File: config.mk
export PLATFORM = sky130hd
export DESIGN_NAME = imem_prefetch_buffer
export DESIGN_NICKNAME = d
export VERILOG_FILES = /design/src/rtl/imem_pf_pkg.sv /design/src/rtl/prefetch_fifo.sv /design/src/rtl/imem_prefetch_buffer.sv
export SDC_FILE = /design/constraint.sdc
export NUM_CORES = 1
export LEC_CHECK = 0
export CORE_MARGIN = 3
export CORE_UTILIZATION = 52
export CTS_CLUSTER_SIZE = 12
export DETAILED_ROUTE_END_ITERATION = 16
export GPL_TIMING_DRIVEN = 1
export HOLD_SLACK_MARGIN = 0.05
export PLACE_DENSITY = 0.75
export SYNTH_ARGS = -nofsm -noshare
export SYNTH_HDL_FRONTEND = slang
export SYNTH_HIERARCHICAL = 1
export SYNTH_SLANG_ARGS = --single-unit
File: constraint.sdc
create_clock -name i_clk -period 6.2 [get_ports i_clk]
set_input_delay 1.86 -clock i_clk [delete_from_list [all_inputs] [get_ports i_clk]]
set_output_delay 1.86 -clock i_clk [all_outputs]
set_load 0.01 [all_outputs]
File: src/rtl/imem_pf_pkg.sv
// Shared types and constants for the instruction-memory prefetch buffer.
package imem_pf_pkg;

  localparam int XLEN       = 32;
  localparam int WORD_BYTES = 4;

  typedef enum logic {
    IDLE   = 1'b0,
    STREAM = 1'b1
  } pf_state_e;

endpackage

File: src/rtl/prefetch_fifo.sv
// In-order word FIFO with push, pop and flush; exposes fill count and head word.
module prefetch_fifo #(
  parameter int DEPTH = 4,
  parameter int WIDTH = 32
) (
  input  logic                         clk,
  input  logic                         rst_n,
  input  logic                         push,
  input  logic [WIDTH-1:0]             push_data,
  input  logic                         pop,
  input  logic                         flush,
  output logic [$clog2(DEPTH+1)-1:0]   count,
  output logic [WIDTH-1:0]             head_data
);

  localparam int AW = $clog2(DEPTH);
  localparam int CW = $clog2(DEPTH + 1);

  logic [WIDTH-1:0] mem [DEPTH];
  logic [AW-1:0]    wr_ptr;
  logic [AW-1:0]    rd_ptr;
  logic [CW-1:0]    count_q;

  // Pointer and occupancy tracking; flush empties the queue in one cycle.
  always_ff @(posedge clk or negedge rst_n) begin
    if (!rst_n) begin
      wr_ptr  <= '0;
      rd_ptr  <= '0;
      count_q <= '0;
    end else if (flush) begin
      wr_ptr  <= '0;
      rd_ptr  <= '0;
      count_q <= '0;
    end else begin
      if (push) wr_ptr <= wr_ptr + 1'b1;
      if (pop)  rd_ptr <= rd_ptr + 1'b1;
      count_q <= count_q + CW'(push) - CW'(pop);
    end
  end

  // Word storage; contents need no reset because count gates every read.
  always_ff @(posedge clk) begin
    if (push && !flush) mem[wr_ptr] <= push_data;
  end

  assign count     = count_q;
  assign head_data = mem[rd_ptr];

endmodule

File: src/rtl/imem_prefetch_buffer.sv
// Sequential instruction prefetcher between the i-cache refill port and the
// instruction memory bus.
//
//   state  | meaning
//   IDLE   | no stream; fetch pointer invalid, nothing is issued
//   STREAM | fa is the next word address to request on the bus
module imem_prefetch_buffer
  import imem_pf_pkg::*;
#(
  parameter int DEPTH   = 4,
  parameter int MAX_OUT = 2
) (
  input  logic            i_clk,
  input  logic            i_rst,
  input  logic            i_DataReq,
  input  logic [XLEN-1:0] i_Addr,
  output logic [XLEN-1:0] o_Instr,
  output logic            o_MemReady,
  output logic            o_mem_req,
  output logic [XLEN-1:0] o_mem_addr,
  input  logic            i_mem_gnt,
  input  logic            i_mem_rvalid,
  input  logic [XLEN-1:0] i_mem_rdata
);

  localparam int CW = $clog2(DEPTH + 1);
  localparam logic [XLEN-1:0] STEP     = XLEN'(WORD_BYTES);
  localparam logic [XLEN-1:0] LOW_MASK = XLEN'(WORD_BYTES - 1);

  pf_state_e       state_q, state_n;
  logic [XLEN-1:0] fa_q, fa_n;
  logic [XLEN-1:0] head_addr_q, head_addr_n;
  logic [CW-1:0]   outstanding_q, outstanding_n;
  logic [CW-1:0]   discard_q, discard_n;
  logic            req_q, req_n;
  logic [XLEN-1:0] req_addr_q, req_addr_n;
  logic            req_drop_q, req_drop_n;
  logic            ready_q, ready_n;
  logic [XLEN-1:0] instr_q, instr_n;

  logic [CW-1:0]   fifo_count;
  logic [XLEN-1:0] fifo_head;
  logic            fifo_push, fifo_pop, fifo_flush;

  logic [XLEN-1:0] addr_w;
  logic [CW-1:0]   live_total;
  logic [XLEN-1:0] oldest_addr;
  logic [CW:0]     fill_sum;
  logic            eval, fifo_empty, hit, pending, miss;
  logic            gnt_ev, rv_ev, drop_rv, can_issue;

  assign addr_w     = i_Addr & ~LOW_MASK;
  assign fifo_empty = (fifo_count == '0);
  assign eval       = i_DataReq && !ready_q;
  assign hit        = eval && !fifo_empty && (head_addr_q == addr_w);

  // Responses still owed to the live stream (discards and a doomed held
  // request excluded); fa has already moved past all of them.
  assign live_total  = outstanding_q - discard_q + CW'(req_q && !req_drop_q);
  assign oldest_addr = fa_q - XLEN'(live_total) * STEP;
  assign pending     = fifo_empty && (state_q == STREAM) && (oldest_addr == addr_w);
  assign miss        = eval && !hit && !pending;

  assign gnt_ev  = req_q && i_mem_gnt;
  assign rv_ev   = i_mem_rvalid && (outstanding_q != '0);
  assign drop_rv = rv_ev && ((discard_q != '0) || miss);

  // Reserved space counts words in flight too, so a push never meets a full FIFO.
  assign fill_sum  = {1'b0, fifo_count} + {1'b0, outstanding_q};
  assign can_issue = (state_q == STREAM) && !req_q &&
                     (fill_sum < (CW+1)'(DEPTH)) && (outstanding_q < CW'(MAX_OUT));

  // Next-state and datapath decisions for hit, miss, issue and response.
  always_comb begin
    state_n       = state_q;
    fa_n          = fa_q;
    head_addr_n   = head_addr_q;
    outstanding_n = outstanding_q + CW'(gnt_ev) - CW'(rv_ev);
    discard_n     = discard_q;
    req_n         = req_q;
    req_addr_n    = req_addr_q;
    req_drop_n    = req_drop_q;
    ready_n       = 1'b0;
    instr_n       = '0;
    fifo_push     = rv_ev && !drop_rv;
    fifo_pop      = 1'b0;
    fifo_flush    = 1'b0;

    if (hit) begin
      ready_n     = 1'b1;
      instr_n     = fifo_head;
      fifo_pop    = 1'b1;
      head_addr_n = head_addr_q + STEP;
    end

    if (gnt_ev) begin
      req_n      = 1'b0;
      req_drop_n = 1'b0;
    end

    if (miss) begin
      // Everything still on the bus belongs to the old stream.
      fifo_flush  = 1'b1;
      fifo_push   = 1'b0;
      discard_n   = outstanding_n;
      if (req_q && !gnt_ev) req_drop_n = 1'b1;
      head_addr_n = addr_w;
      fa_n        = addr_w;
      state_n     = STREAM;
    end else begin
      discard_n = discard_q - CW'(rv_ev && (discard_q != '0))
                            + CW'(gnt_ev && req_drop_q);
      if (can_issue) begin
        req_n      = 1'b1;
        req_addr_n = fa_q;
        fa_n       = fa_q + STEP;
      end
    end
  end

  // State register and all sequential bookkeeping.
  always_ff @(posedge i_clk or negedge i_rst) begin
    if (!i_rst) begin
      state_q       <= IDLE;
      fa_q          <= '0;
      head_addr_q   <= '0;
      outstanding_q <= '0;
      discard_q     <= '0;
      req_q         <= 1'b0;
      req_addr_q    <= '0;
      req_drop_q    <= 1'b0;
      ready_q       <= 1'b0;
      instr_q       <= '0;
    end else begin
      state_q       <= state_n;
      fa_q          <= fa_n;
      head_addr_q   <= head_addr_n;
      outstanding_q <= outstanding_n;
      discard_q     <= discard_n;
      req_q         <= req_n;
      req_addr_q    <= req_addr_n;
      req_drop_q    <= req_drop_n;
      ready_q       <= ready_n;
      instr_q       <= instr_n;
    end
  end

  prefetch_fifo #(
    .DEPTH (DEPTH),
    .WIDTH (XLEN)
  ) u_fifo (
    .clk       (i_clk),
    .rst_n     (i_rst),
    .push      (fifo_push),
    .push_data (i_mem_rdata),
    .pop       (fifo_pop),
    .flush     (fifo_flush),
    .count     (fifo_count),
    .head_data (fifo_head)
  );

  assign o_MemReady = ready_q;
  assign o_Instr    = instr_q;
  assign o_mem_req  = req_q;
  assign o_mem_addr = req_addr_q;

endmodule

==> flow_summary.yaml <==
floorplanning:
  fp.dieW_um: 165
  dieArea_mm2: 0.0271
  rows: 57
  core_mm2: 0.0245
  die_height_um: 165
  ios: 135
  initial_core_util: 0.533
setup_path:
  path_cells: "nand2b_1 > ha_1 > inv_1 > ha_1 > inv_1 > fa_1 > xnor2_1 > xnor2_1 > ha_1 > nand2b_1 > nand4_1 > or4_1 > a21oi_1 > a211oi_1 > nor3_1 > nand4_4 > nand2_2 > and3_1 > nor2b_1 > and2_1 > buf_12"
  crit_slowest_cell: "or4_1"
  cp-start-kind: "register"
  cp.required_ns: 6.43
  ff2ff_path_depth: 21
  cp.arrival_ns: 5.91
  crit_top_cell: "ha_1"
  worstPathMaxFanout: 32
  crit_type: "register to register"
  slowest_delay_ns: 0.61
  end_kind: "register"
placed_design:
  portBuffers: 130
  dp_hpwl_um: 20400
  place.gp.congestion: 0.930
yosys:
  avgSynthCellArea_um2: 12.7
  yosys.area.top_type: "edfxtp_1"
  syn_area_mm2: 0.0131
  synth_top_area_frac: 0.294
  synth_most_common_cell: "dfrtp_1"
  ys_types: 82
  ys_ff_latch: 267
  synthArstFlopShare: 0.521
  synth_area_leaders: "edfxtp_1 29%, dfrtp_1 27%, mux4_2 4.6%"
  synthCells: 1029
  synth_common_cells: "139 x dfrtp_1, 128 x edfxtp_1, 59 x nand2_1"
  yosysSeqAreaShare: 0.560
  synth_edf_count: 128
  synth_warnings: 6
  synthFlopType: "dfrtp_1"
clock_network:
  cts_htree_levels: 1
  cts-root-buf: "clkbuf_16"
  clk_transition_reported_paths_ns: 0.06
  cts_hold_buf: 0
  clk_latency_ns: 0.55
  cts_tree: "built"
  cts_inserted_buffers: 28
  post_cts_resized: 0
  clock_path_buffers: 3
  clock-sinks: 267
  cts_setup_buffers: 0
detailed_routing:
  wl_um: 29900
  firstDrtPassIters: 6
  num_vias: 8750
  routed_via_density: 5.86
  ant_nets: 0
  drtIter0Drc: 689
  drc: 0
  wl_per_cell_um: 20.0
power:
  power_density_mw_per_mm2: 336
  peakVddDrop_mv: 0.219
  p_leak_uw: 0.00575
flow_run:
  maxCapViolCount: 0
hold_path:
  hp-class: "register to register"
  hold_depth: 1
global_routing:
  grt_pass1_vias: 8690
  grt_pass1_wl_um: 47400
  antenna_found_initial: 0
  grt_max_degree: 55
  grt_usage: 0.222
  grt_overflow_total: 0
sta:
  rsz0062_at_grt: "false"
  period_share: 0.915
  fin_crit_ns: 5.67
  setup_viol_count_final: 0
  holdWs_ns: 0.479
  tightest_slew_ns: 1.13
  slew_headroom: 0.247
  fin_skew_ns: 0.00805
  finalHoldViolCount: 0
  finalMaxSlewViolations: 0
  max_freq_mhz: 176
  fin_setup_tns_ns: 0
status:
  status: "complete, no violations"
final_layout:
  diodes: 0
  fin_nets: 1243
  multiInputGateArea_mm2: 0.00529
  drive_above_1_share: 0.0950
  area_delta_synth_final_pct: 18.6
  fill_cells: 1956
  seq_area_mm2: 0.00732
logic make-up after synthesis:
group	Yosys count	synth area share
mux	74	0.0920
simple gates	330	0.144
flops	267	0.560
xor+xnor	103	0.0700
compound gates	133	0.0693
other cells	1	0.000287
fa+ha+maj	26	0.0277
buf+inv	95	0.0367
report_power, final:
group	internal (µW)	leakage, µW	switching (µW)	total [µW]
registers	2030	0.00287	161	2200
clock network	919	0.000423	674	1590
logic	704	0.00247	728	1430
total	3660	0.00575	1560	5220
through the flow:
stage,cells,worst slack [ns],utilization,cell area (µm²),power (µW)
after detailed placement,1442,0.578,0.597,14600,3670
after floorplan,1030,0.436,-,13100,3130
after global routing,1493,0.179,0.632,15500,5520
after global placement,1442,0.667,0.597,14600,3620
after CTS,1493,0.555,0.632,15500,5280
final,1493,0.526,0.632,15500,5220
placed cells by master (no fill, tap or decap), types with 5 or more instances in the layout:
cell             instances
nor3_1                  33
a211o_1                  6
a21boi_0                 6
fa_1                     5
ha_1                    21
nand2_1                 59
buf_4                   15
clkdlybuf4s50_1        129
xnor2_1                 52
nor2_1                  34
nand2b_1                 7
mux2_2                   5
mux4_1                   5
o22ai_1                  5
and2_1                  45
mux4_2                  27
or3_1                    6
nor2b_1                  8
mux2_1                  30
mux2i_1                  7
edfxtp_1               128
and3_1                  20
a31oi_1                 13
o21ai_0                 22
inv_1                   33
nand4_1                 16
clkbuf_16               28
a211oi_1                 7
xor2_1                  50
or4_1                    6
nand3_1                 29
nor4_1                  24
clkbuf_1                13
dfrtp_1                138
and4_1                  10
a21oi_1                 34
nand3b_1                 8
critical path: cells and delay by family (launching register included):
kind / cells / cell delay, ns
fa+ha+maj: 4 / 1.14
flops: 1 / 0.39
buf+inv: 3 / 0.34
simple gates: 10 / 2.96
xor+xnor: 2 / 0.28
compound gates: 2 / 0.22
worst paths after layout:
path	from	end	slack (ns)
setup / recovery	req_drop_q$_DFF_PN0_	u_fifo/mem[2][12]$_DFFE_PP_	0.53
min in group asynchronous	i_rst	o_mem_addr[4]$_DFFE_PN0P_	1.23
max in group asynchronous	i_rst	fa_q[20]$_DFFE_PN0P_	3.90
hold reg to reg	o_mem_addr[17]$_DFFE_PN0P_	o_mem_addr[17]$_DFFE_PN0P_	0.48
setup reg to reg	req_drop_q$_DFF_PN0_	u_fifo/mem[2][12]$_DFFE_PP_	0.53
hold / removal	o_mem_addr[17]$_DFFE_PN0P_	o_mem_addr[17]$_DFFE_PN0P_	0.48
registers in the layout, indices dropped and copies added, names as in the netlist:
signal	cells
state_q	1
u_fifo/rd_ptr	2
discard_q	3
u_fifo/count	3
o_mem_req	1
fa_q	30
u_fifo/wr_ptr	2
o_MemReady	1
o_Instr	32
head_addr_q	30
outstanding_q	3
req_drop_q	1
u_fifo/mem	128
o_mem_addr	30
final cells by class:
type | count | area share
clock buffer | 44 | 0.0510
clock inverter | 7 | 0.00564
inverter | 34 | 0.00822
multi-input combinational | 668 | 0.341
sequential | 267 | 0.472
tap | 324 | 0.0261
timing repair buffer | 149 | 0.0964
routing by layer:
layer / GRT usage / vias up / part of all wire
met4: 0.0515 / 0 / 0.024
li1: - / 4044 / -
met3: 0.0419 / 52 / 0.073
met2: 0.373 / 321 / 0.48
met5: 0 / - / 0
met1: 0.304 / 4333 / 0.42
Note: power is estimated with default switching activity, not from simulation.
